File: config.mk
export PLATFORM = sky130hd
export DESIGN_NAME = alu_unit
export DESIGN_NICKNAME = d
export VERILOG_FILES = /design/src/rtl/alu_pkg.sv /design/src/rtl/alu_ctrl_dec.sv /design/src/rtl/alu_unit.sv
export SDC_FILE = /design/constraint.sdc
export NUM_CORES = 1
export LEC_CHECK = 0
export CAP_MARGIN = 0
export CORE_ASPECT_RATIO = 1.25
export CORE_UTILIZATION = 55
export DETAILED_ROUTE_END_ITERATION = 10
export PLACE_DENSITY = 0.91
export SYNTH_ARGS = -nofsm -noshare
export SYNTH_HDL_FRONTEND = slang
export SYNTH_SLANG_ARGS = --single-unit
File: constraint.sdc
create_clock -name clk -period 4.6 [get_ports clk]
set_input_delay 0.69 -clock clk [delete_from_list [all_inputs] [get_ports clk]]
set_output_delay 0.69 -clock clk [all_outputs]
set_load 0.1 [all_outputs]
File: src/rtl/alu_pkg.sv
// Shared definitions for the MIPS execute unit.
// Main-control ALU ops, R-type function codes and ALU control codes.
package alu_pkg;

    localparam logic [1:0] ALUOP_ADD   = 2'b00;
    localparam logic [1:0] ALUOP_SUB   = 2'b01;
    localparam logic [1:0] ALUOP_RTYPE = 2'b10;

    localparam logic [5:0] F_ADD = 6'b100000;
    localparam logic [5:0] F_SUB = 6'b100010;
    localparam logic [5:0] F_AND = 6'b100100;
    localparam logic [5:0] F_OR  = 6'b100101;
    localparam logic [5:0] F_SLT = 6'b101010;

    typedef enum logic [2:0] {
        CTL_AND = 3'b000,
        CTL_OR  = 3'b001,
        CTL_ADD = 3'b010,
        CTL_INV = 3'b011,
        CTL_SUB = 3'b110,
        CTL_SLT = 3'b111
    } alu_ctl_e;

endpackage

File: src/rtl/alu_ctrl_dec.sv
// ALU control decoder.
// Maps main-control op and R-type function field to a 3-bit ALU control code.
module alu_ctrl_dec
    import alu_pkg::*;
(
    input  logic [1:0] aluop,
    input  logic [5:0] func,
    output logic [2:0] aluctrl
);

    alu_ctl_e ctl;

    // Fixed ops for memory/branch; R-type decoded from the function field
    always_comb begin
        ctl = CTL_INV;
        unique case (aluop)
            ALUOP_ADD: ctl = CTL_ADD;
            ALUOP_SUB: ctl = CTL_SUB;
            ALUOP_RTYPE: begin
                unique case (func)
                    F_ADD:   ctl = CTL_ADD;
                    F_SUB:   ctl = CTL_SUB;
                    F_AND:   ctl = CTL_AND;
                    F_OR:    ctl = CTL_OR;
                    F_SLT:   ctl = CTL_SLT;
                    default: ctl = CTL_INV;
                endcase
            end
            default: ctl = CTL_INV;
        endcase
    end

    assign aluctrl = ctl;

endmodule

File: src/rtl/alu_unit.sv
// Registered 32-bit integer execute unit.
// Decodes the ALU control, computes the result and registers result/zero/valid.
module alu_unit
    import alu_pkg::*;
(
    input  logic        clk,
    input  logic        rst,
    input  logic        in_valid,
    input  logic [31:0] a,
    input  logic [31:0] b,
    input  logic [5:0]  func,
    input  logic [1:0]  aluop,
    output logic [2:0]  aluctrl,
    output logic [31:0] result,
    output logic        zero,
    output logic        out_valid
);

    logic [2:0]  ctl;
    logic [31:0] result_d;
    logic [31:0] result_q;
    logic        zero_d;
    logic        zero_q;
    logic        valid_q;

    alu_ctrl_dec u_dec (
        .aluop   (aluop),
        .func    (func),
        .aluctrl (ctl)
    );

    // Datapath: unused codes (011/100/101) yield zero
    always_comb begin
        result_d = 32'd0;
        unique case (ctl)
            CTL_AND: result_d = a & b;
            CTL_OR:  result_d = a | b;
            CTL_ADD: result_d = a + b;
            CTL_SUB: result_d = a - b;
            CTL_SLT: result_d = {31'd0, $signed(a) < $signed(b)};
            default: result_d = 32'd0;
        endcase
        zero_d = (result_d == 32'd0);
    end

    // Output register; result/zero load every cycle, valid tracks in_valid
    always_ff @(posedge clk) begin
        if (rst) begin
            result_q <= 32'd0;
            zero_q   <= 1'b1;
            valid_q  <= 1'b0;
        end else begin
            result_q <= result_d;
            zero_q   <= zero_d;
            valid_q  <= in_valid;
        end
    end

    assign aluctrl   = ctl;
    assign result    = result_q;
    assign zero      = zero_q;
    assign out_valid = valid_q;

endmodule

==> impl_metrics.json, run 1 <==
{
  "power_frac_clock_pct": 19.1,
  "drc": 0,
  "wl_um": 21630,
  "dp_hpwl_um": 16960,
  "crit_slowest_cell": "clkdlybuf4s50_1",
  "cp-start-kind": "input port",
  "syn_avg_cell_area_um2": 6.880,
  "whs_ps": 965.7,
  "ant_nets": 0,
  "grt_antenna_before_repair": 0,
  "setup_viol": 0,
  "cts_tree": "yes",
  "cp_data_required_time_ps": 4800,
  "layout_min_cycle_time_ps": 4393,
  "fmax_mhz": 227.6,
  "grt_pass1_wl_um": 34570,
  "root_buffer": "clkbuf_16",
  "grtUsageTotal_pct": 36.24,
  "p_seq_share_pct": 18.6,
  "area_delta_synth_final_pct": 24.87,
  "hp-class": "input port to flop",
  "fin_area_um2": 7715,
  "p_int_mw": 0.9264,
  "gr-total-overflow": 0,
  "final_nets": 1180,
  "grt_pass1_vias": 7179,
  "seqCellArea_um2": 680.7,
  "cp_common_cell": "nor4_1",
  "cpPeakStageDelay_ps": 510,
  "crit_type": "input port to flop",
  "endpoint_kind": "flop",
  "p_leak_nw": 3.485,
  "synth_edf_count": 0,
  "async_flop_share_pct": 0,
  "fp.dieW_um": 96.80,
  "vias": 7567,
  "switching_power_mw": 0.8608,
  "peakVddDrop_v": 0.0001914,
  "fillers": 889,
  "drt_iter0_drc": 708,
  "swShare_pct": 48.16,
  "wl_per_cell_um": 18.99,
  "clk_path_buf_depth": 2,
  "grt_max_degree": 24,
  "ys_warn_count": 0,
  "dieHeight_um": 120.5,
  "multi_input_area_um2": 4946,
  "num_rows": 42,
  "dieArea_um2": 11660,
  "htree_levels": 2,
  "finalCritPeriodShare_pct": 95.50,
  "gp_congestion": 1.015,
  "synth_nets": 1072,
  "start_util_pct": 57.35,
  "ios": 112,
  "path_cells": "clkdlybuf4s50_1, inv_1, ha_1, a21oi_1, nand2_1, o211ai_1, a21oi_2, buf_4, a2111oi_1, nor4_1, o22ai_1, nand3_1, nor4_1, nand4_1, o41ai_2",
  "drive_above_1_share_pct": 7.349,
  "ys_seq_area_share_pct": 11.02,
  "maxSlewHeadroom_pct": 32.47,
  "cp.arrival_ps": 4590,
  "clkTransAtPathRegs_ps": 60,
  "pwr-share-comb_pct": 62.3,
  "finalHoldViolations": 0,
  "whs_path_depth": 2,
  "path_max_fanout": 12,
  "total_power_mw": 1.787,
  "outcome": "finished, final reports clean",
  "tightest_slew_ps": 1013,
  "clkSinkCount": 34,
  "ys_types": 76,
  "syn_inst": 898,
  "io_buffers": 111,
  "final_max_slew_viol_count": 0,
  "ys_ff_latch": 34,
  "rsz0062_at_grt": "false",
  "dr.pass1.iters": 6,
  "coreArea_um2": 10770,
  "yosys_most_used_dff": "dfxtp_1",
  "cts_made_buffers": 5,
  "fin_setup_tns_ps": 0,
  "dpl_cell_area_um2": 7550,
  "viasPerCell": 6.644,
  "synth_area_um2": 6178,
  "powerDensity_nw_per_um2": 231.6,
  "diodes": 0,
  "drv_cap": 0
}
[layout by cell type (no fill, tap or decap), types with 4 or more instances in the layout]
cell and instances:
nand2_1 66, o31ai_1 10, o21bai_1 10, a221o_1 10, nand4_1 8, a21o_1 14, a311oi_1 4, a211oi_1 13
inv_1 98, nor2_1 99, clkdlybuf4s50_1 108, a211o_1 5, o22ai_1 14, dfxtp_1 34, nor4_1 19, a21oi_1 82
a22oi_1 4, o21ai_1 6, or4_1 4, o221ai_1 13, and2_1 16, o21ai_0 35, nor3_1 19, ha_1 97
a31oi_1 11, o221a_2 4, and3_1 8, clkbuf_16 5, nor3b_1 4, a221oi_1 10, xnor2_1 6, nand3_1 17
nand2b_1 5, buf_4 43, nor2b_1 14, o211ai_1 13, o21a_1 12
[area by class of cell]
| cell class | count | share of cell area, % |
|---|---|---|
| multi-input combinational | 715 | 64.11 |
| timing repair buffer | 151 | 18.20 |
| sequential | 34 | 8.823 |
| inverter | 99 | 4.817 |
| tap | 132 | 2.141 |
| clock buffer | 7 | 1.849 |
| clock inverter | 1 | 0.06487 |
[state kept, by name, indices dropped and copies added, names as in the netlist]
name	cells
zero	1
out_valid	1
result	32
[power groups by stage]
stage                     Combinational (mW)  Clock (mW)  Sequential, mW
after floorplan                        0.529           0           0.549
after global placement                  1.06           0           0.337
after detailed placement                1.07           0           0.338
after CTS                               1.08       0.338           0.332
after global routing                    1.18       0.356           0.334
final                                   1.11       0.342           0.332
[what timing repair did]
action                                  4_1_cts  5_1_grt
hold buffers                                  0        0
endpoints found under the hold margin         0        0
endpoints found under the setup margin        0        1
resized for setup                             0        3
setup buffers                                 0        1
[logic make-up (layout without fill, tap and decap cells)]
group                      Yosys count  count (layout)  synth area share [%]
AOI/OAI and AO/OA                  313             313                 35.12
xor gates and xnor gates             8               8                 1.134
adders and majority gates           99              99                 20.29
buffers and inverters              149             258                 9.376
DFF                                 34              34                 11.02
muxes                                1               1                0.1620
and+or+nand+nor                    294             294                 22.90
[critical path: cells and delay by family]
family / cells / cell delay [ps]
AOI/OAI and AO/OA: 6 / 1860
buffers and inverters: 3 / 750
and+or+nand+nor: 5 / 860
adders and majority gates: 1 / 430
[layer usage]
| layer | wire (um) | GRT usage, % | up-vias | share of wire (%) |
|---|---|---|---|---|
| met3 | 2183 | 6.185 | 153 | 10 |
| met1 | 7557 | 39.92 | 3392 | 35 |
| met5 | 0 | 0 | - | 0 |
| met2 | 10130 | 62.68 | 546 | 47 |
| met4 | 1762 | 26.49 | 0 | 8.1 |
| li1 | - | - | 3476 | - |
[stage by stage]
step                utilization (%)  std cells  worst slack, ps
floorplan                         -        898            838.4
global placement              70.08       1130            122.4
detailed placement            70.08       1130            76.06
CTS                           71.45       1138            340.7
global route                  71.61       1139            28.33
finish                        71.61       1139            206.9
[Yosys cell counts (14+ instances only)]
cell | instances | area [um2]
clkbuf_1 | 34 | 127.6
nor4_1 | 19 | 118.9
a211oi_1 | 14 | 105.1
o22ai_1 | 15 | 93.84
a21oi_1 | 83 | 415.4
nand2_1 | 66 | 247.7
ha_1 | 97 | 1214
inv_1 | 98 | 367.9
and2_1 | 16 | 100.1
nor2b_1 | 14 | 87.58
nor3_1 | 20 | 100.1
a21o_1 | 14 | 105.1
nor2_1 | 99 | 371.6
nand3_1 | 17 | 85.08
o21ai_0 | 35 | 175.2
dfxtp_1 | 34 | 680.7
[worst paths after layout]
path,startpoint,endpoint,slack [ps]
setup / recovery,a[5],zero$_SDFF_PP1_,210
hold / removal,in_valid,out_valid$_SDFF_PP0_,970
Note: power is estimated with default switching activity, not from simulation.
==> inputs of run 2 (changes only) <==
--- a/config.mk
+++ b/config.mk
@@ -10,6 +10,8 @@
 export CORE_UTILIZATION = 55
 export DETAILED_ROUTE_END_ITERATION = 10
 export PLACE_DENSITY = 0.91
+export SKIP_CTS_REPAIR_TIMING = 1
+export SLEW_MARGIN = 20
 export SYNTH_ARGS = -nofsm -noshare
 export SYNTH_HDL_FRONTEND = slang
 export SYNTH_SLANG_ARGS = --single-unit
==> results of run 2 <==
Same layout as run 1: the final DEF is identical, and so are final timing and power.
